==> config.mk <==
export PLATFORM = sky130hd
export DESIGN_NAME = shifter_left_seq_32_bits
export DESIGN_NICKNAME = d
export VERILOG_FILES = /design/src/rtl/shifter_left_seq_32_bits.sv
export SDC_FILE = /design/constraint.sdc
export NUM_CORES = 1
export LEC_CHECK = 0
export BUFFER_PORTS_ARGS = -buffer_cell sky130_fd_sc_hd__buf_2
export CAP_MARGIN = 20
export CORE_UTILIZATION = 50
export CTS_BUF_LIST = sky130_fd_sc_hd__clkbuf_16
export CTS_CLUSTER_DIAMETER = 80
export DETAILED_ROUTE_END_ITERATION = 10
export HOLD_SLACK_MARGIN = 0.1
export PLACE_DENSITY = 0.79
export SLEW_MARGIN = 30
export SYNTH_ARGS = -nofsm -noshare
export SYNTH_HDL_FRONTEND = slang
export SYNTH_SLANG_ARGS = --single-unit
==> constraint.sdc <==
create_clock -name Clk -period 2.1 [get_ports Clk]
set_clock_uncertainty 0.15 [all_clocks]
set_input_delay 0.21 -clock Clk [delete_from_list [all_inputs] [get_ports Clk]]
set_output_delay 0.21 -clock Clk [all_outputs]
set_load 0.005 [all_outputs]
==> src/rtl/shifter_left_seq_32_bits.sv <==
// Sequential 32-bit left shifter: captures In/Sel on Start, shifts over several cycles, pulses Done with Out.
// Define SHIFTER_LEFT_FAST_EN to shift up to 4 bit positions per cycle instead of 1.
module shifter_left_seq_32_bits (
    input  logic        Clk,
    input  logic        Rst,
    input  logic        Start,
    input  logic [31:0] In,
    input  logic [31:0] Sel,
    output logic [31:0] Out,
    output logic        Busy,
    output logic        Done
);

    typedef enum logic {
        IDLE  = 1'b0,
        SHIFT = 1'b1
    } state_t;

    state_t      state_q, state_d;
    logic [31:0] data_q, data_d;
    logic [4:0]  count_q, count_d;
    logic [4:0]  step;
    logic [31:0] out_d;
    logic        done_d;

`ifdef SHIFTER_LEFT_FAST_EN
    assign step = (count_q > 5'd4) ? 5'd4 : count_q;
`else
    assign step = 5'd1;
`endif

    assign Busy = (state_q != IDLE);

    always_comb begin
        // NOTE: every output of this block gets a default first so no path leaves a latch behind.
        state_d = state_q;
        data_d  = data_q;
        count_d = count_q;
        out_d   = Out;
        done_d  = 1'b0;
        case (state_q)
            IDLE: begin
                if (Start) begin
                    state_d = SHIFT;
                    // Any amount of 32 or more empties the word, so skip straight to a zero result.
                    if (Sel[31:5] == 27'd0) begin
                        data_d  = In;
                        count_d = Sel[4:0];
                    end else begin
                        data_d  = 32'd0;
                        count_d = 5'd0;
                    end
                end
            end
            SHIFT: begin
                if (count_q != 5'd0) begin
                    data_d  = data_q << step;
                    count_d = count_q - step;
                end else begin
                    out_d   = data_q;
                    done_d  = 1'b1;
                    state_d = IDLE;
                end
            end
            default: state_d = IDLE;
        endcase
    end

    always_ff @(posedge Clk) begin
        // NOTE: non-blocking assignments keep every register updating from pre-edge values.
        if (Rst) begin
            state_q <= IDLE;
            data_q  <= 32'd0;
            count_q <= 5'd0;
            Out     <= 32'd0;
            Done    <= 1'b0;
        end else begin
            state_q <= state_d;
            data_q  <= data_d;
            count_q <= count_d;
            Out     <= out_d;
            Done    <= done_d;
        end
    end

endmodule

## After elaboration in Yosys (flattened, before gate mapping)

Cells that the tools add are included.

| operators by class | value |
|---|---|
| eq/ne operators | 2 |
| add/sub/neg operators | 1 |
| muxes and demuxes | 12 |
| reduce and logical (&&, ||, !) cells | 5 |
| bitwise operators | 2 |

Operator list:

| cell | number |
|---|---|
| two-way mux 32 bit | 3 |
| one-hot mux 32 bit (2 select lines) | 1 |
| logical NOT 27 bit | 1 |
| two-way mux 5 bit | 3 |
| one-hot mux 5 bit (2 select lines) | 1 |
| nonzero test 5 bit | 1 |
| subtractor 5 x 1 -> 5 bit, second input constant | 1 |
| AND reduction 2 bit | 2 |
| two-way mux 1 bit | 3 |
| inequality test 2 x 1 -> 1 bit, second input constant | 1 |
| inequality test 2 bit, second input constant | 1 |
| inverter 1 bit | 2 |
| one-hot mux 1 bit (2 select lines) | 1 |
| OR reduction 2 bit | 1 |

| storage, ports and cells | value |
|---|---|
| word-level logic and storage cells | 27 |
| output and inout port bits | 34 |
| register bits after elaboration | 71 |
| bits of input ports | 67 |

## Depth between registers and ports, before layout

| logic depth | value |
|---|---|
| depth after elaboration | 4 |
| mapped depth | 8 |
| gate-level depth less buffers | 6 |

## Worst setup path before layout

Ideal clock, no wire load.

| timing | value |
|---|---|
| kind | reg-to-reg |
| from | register count_q[0] |
| to | register data_q[2] |
| clock period less this slack | 1746 ps |
| data arrival time | 1515 ps |
| data required time | 1870 ps |
| setup time | 80 ps |
| stages on the path, launching flop included | 8 |
| path buffers | 1 |
| setup slack | 354 ps |
| cell sequence | dfxtp_1 > inv_1 > ha_1 > and4bb_1 > a21boi_2 > clkbuf_1 > nor2_1 > a211oi_2 |

| between the ends | value |
|---|---|
| word-level cells in the longest chain between the ends | 3 |

Ends and longest elaborated chain:

| what | line | text |
|---|---|---|
| start: declaration | 21 | `logic [4:0] count_q, count_d;` |
| start signal: assignment | 80 | `count_q <= count_d;` |
| nonzero test 5 bit | 56 | `if (count_q != 5'd0) begin` |
| inequality test 2 x 1 -> 1 bit (no source line) | -- |  |
| AND reduction 2 bit (no source line) | -- |  |
| end signal: assignment | 79 | `data_q <= data_d;` |
| end: declaration | 20 | `logic [31:0] data_q, data_d;` |

Every way passes these cells.
A chain may end at the register's enable or synchronous reset.

## Final worst setup path

| timing | value |
|---|---|
| from | register count_q[0] |
| to | register data_q[14] |

Same word-level chain as after synthesis.

==> metrics.cfg <==
[logic_synthesis]
seq_area_frac_synth = 0.455
ys_ff_latch = 71
ys_async_sr_fraction = 0
syn_area_sq_um = 3120
synth.area.top_cells = dfxtp_1 46%, a21oi_1 11%, nand2_1 7.9%, a211oi_2 7.2%, nand4_1 6.8%
ys_types = 33
syn-num-nets = 442
yosysTopAreaCell = dfxtp_1
ys_warn_count = 0
postSynthCellCount = 374
yosysMostFrequentCell = dfxtp_1
synthTopCellsByCount = 71 x dfxtp_1, 67 x a21oi_1, 66 x nand2_1, 36 x nor2_1, 34 x nand4_1
synth_flop_cell = dfxtp_1
synth_top_area_frac = 0.455
avgSynthCellArea_sq_um = 8.35
synth-edff-count = 0

[die]
core_area_sq_um = 5960
design.die.area_sq_um = 6570
die_y_microns = 81.0
row_count = 28
die_w_microns = 81.0
initial_core_util = 0.524
pin_count = 101

[clocking]
clkSinkCount = 71
cts_tree = built
cts_htree_levels = 3
cts_buffer_depth = 2
cts-resized-gates = 0
numCtsBuffers = 9
clockRootBuffer = clkbuf_16
clkTransAtPathRegs_ns = 0.05
cts_setup_buffers = 0
clkLatencyLatePin_ns = 0.33

[global_routing]
use_met3 = 0.0449
grt_util_met1 = 0.340
use_met2 = 0.493
grt_max_degree = 37
track_usage = 0.285
busiest_layer = met2
grt_overflow = 0
grt_pass1_wl_mm = 14.2
grt_antenna_before_repair = 0
grt_pass1_vias = 3119

[pwr]
p_switching_mw = 1.04
p_clk_frac = 0.388
swShare = 0.279
leakagePower_nw = 1.78
power_mw = 3.71
intPower_mw = 2.68
p_seq_frac = 0.417
p_per_area_nw_per_um2 = 845
irDropWorstVdd_uv = 535
combPwrFrac = 0.195

[critical_path]
startpoint_type = register
critPathBufInv = 2
end_kind = register
cp_max_fo = 17
worstSetupPathType = register to register
slowest_stage = dfxtp_1
crit_chain = inv_1 > ha_1 > and4bb_1 > a21boi_2 > buf_4 > nor2_1 > a211oi_1
cp_data_required_time_ns = 2.18
cp.arrival_ns = 1.98
critPathMaxStageDelay_ns = 0.33
crit_family = compound AO/OA/AOI/OAI gates

[routing]
drtPass1Iterations = 5
initialDrtViolationCount = 222
ant_nets = 0
routedWlPerCell_microns = 15.3
drt_wl_total_mm = 8.96
vias_per_cell = 5.76
drc = 0
vias = 3376

[sta]
maxSlewHeadroom = 0.600
max_freq_mhz = 526
setup-tns-final_ns = 0
slew_viol_final = 0
finalHoldViolations = 0
worst_pin_slew_ns = 0.600
layout_min_cycle_time_ns = 1.90
whs_ns = 0.114
rsz0062_at_grt = no
setup_violations = 0
period_share = 0.905

[status]
status = complete, no violations

[run]
timing.max_cap.violations = 0

[placed_design]
io_buffers = 100
place.gp.congestion = 0.785
placed_cell_area_sq_um = 3730
dpl.hpwl_mm = 5.57

[final_layout]
nets = 575
fillers = 453
regArea_sq_um = 1420
antenna_cells = 0
design_area_sq_um = 4390
drive_above_1_share = 0.309
area_growth_pct = 40.7
multiInputGateArea_sq_um = 1520

[worst_hold_path]
min_path_type = input port to register

state kept, by name, indices dropped and copies added (netlist names):
name	cells
Done	1
Out	32
count_q	5
Busy	1
data_q	32
cell families (layout without fill, tap and decap cells):
family          Yosys count  after routing  share of synthesized area
simple gates            155            155                      0.246
compound gates          106            106                      0.231
flops                    71             71                      0.455
buf+inv                  39            176                     0.0589
xor+xnor                  2              2                    0.00561
fa+ha+maj                 1              1                    0.00401
power by group through the flow:
stage | Sequential (mW) | Clock [mW] | Combinational (mW)
floorplan | 1.55 | 0 | 0.420
global placement | 1.57 | 0 | 0.627
detailed placement | 1.57 | 0 | 0.648
CTS | 1.54 | 1.44 | 0.713
global route | 1.56 | 1.51 | 0.792
finish | 1.55 | 1.44 | 0.724
per-stage QoR:
step / util / setup slack (ns) / instances
after global placement: 0.627 / 0.298 / 533
after CTS: 0.738 / 0.221 / 586
final: 0.738 / 0.200 / 586
after floorplan: - / 0.354 / 374
after detailed placement: 0.627 / 0.202 / 533
after global routing: 0.738 / 0.0727 / 586
worst paths after layout:
check             start         end  slack (ns)  cells after the start
max          count_q[0]  data_q[14]        0.20                      7
min              Sel[2]  count_q[2]        0.11                      3
max reg2reg  count_q[0]  data_q[14]        0.20                      7
min reg2reg     Out[24]     Out[24]        0.30                      2
cell type report:
| class | instances | share of cell area |
|---|---|---|
| Multi-Input combinational cell | 264 | 0.347 |
| Sequential cell | 71 | 0.324 |
| Timing Repair Buffer | 157 | 0.242 |
| Clock buffer | 9 | 0.0513 |
| Tap cell | 75 | 0.0214 |
| Clock inverter | 6 | 0.0120 |
| Inverter | 4 | 0.00342 |
cells in the final DEF, fill, tap and decap left out, drive strengths merged:
cell type | netlist | layout
nor4 | 5 | 5
clkbuf | 22 | 9
xnor2 | 1 | 1
dfxtp | 71 | 71
clkinv | 0 | 5
a41oi | 1 | 1
a211oi | 32 | 32
nand4 | 34 | 34
dlygate4sd3 | 0 | 38
nor2b | 1 | 1
o31ai | 1 | 1
nor2 | 37 | 37
or2 | 1 | 1
a21oi | 67 | 67
bufinv | 0 | 1
inv | 4 | 4
a221oi | 2 | 2
buf | 13 | 119
ha | 1 | 1
xor2 | 1 | 1
o21ai | 2 | 2
a21boi | 1 | 1
and4 | 1 | 1
nor3 | 2 | 2
nand3 | 1 | 1
and4bb | 1 | 1
nand3b | 2 | 2
nand2 | 66 | 66
or4 | 3 | 3
nand4bb | 1 | 1
per-layer routing:
layer  share of wire  wire, microns
met2            0.50           4480
met5               0              0
met4           0.027            242
met3           0.070            624
met1            0.40           3620
worst min-delay path, delay by kind of cell:
| kind | cells | cell delay (ns) |
|---|---|---|
| AO/OA/AOI/OAI | 1 | 0.11 |
| AND/OR/NAND/NOR | 1 | 0.13 |
| buffers and inverters | 1 | 0.09 |
timing repair:
item / CTS / global route
hold buffers: 38 / 0
endpoints found under the setup margin: 0 / 0
endpoints found under the hold margin: 36 / 0
Note: power is estimated with default switching activity, not from simulation.
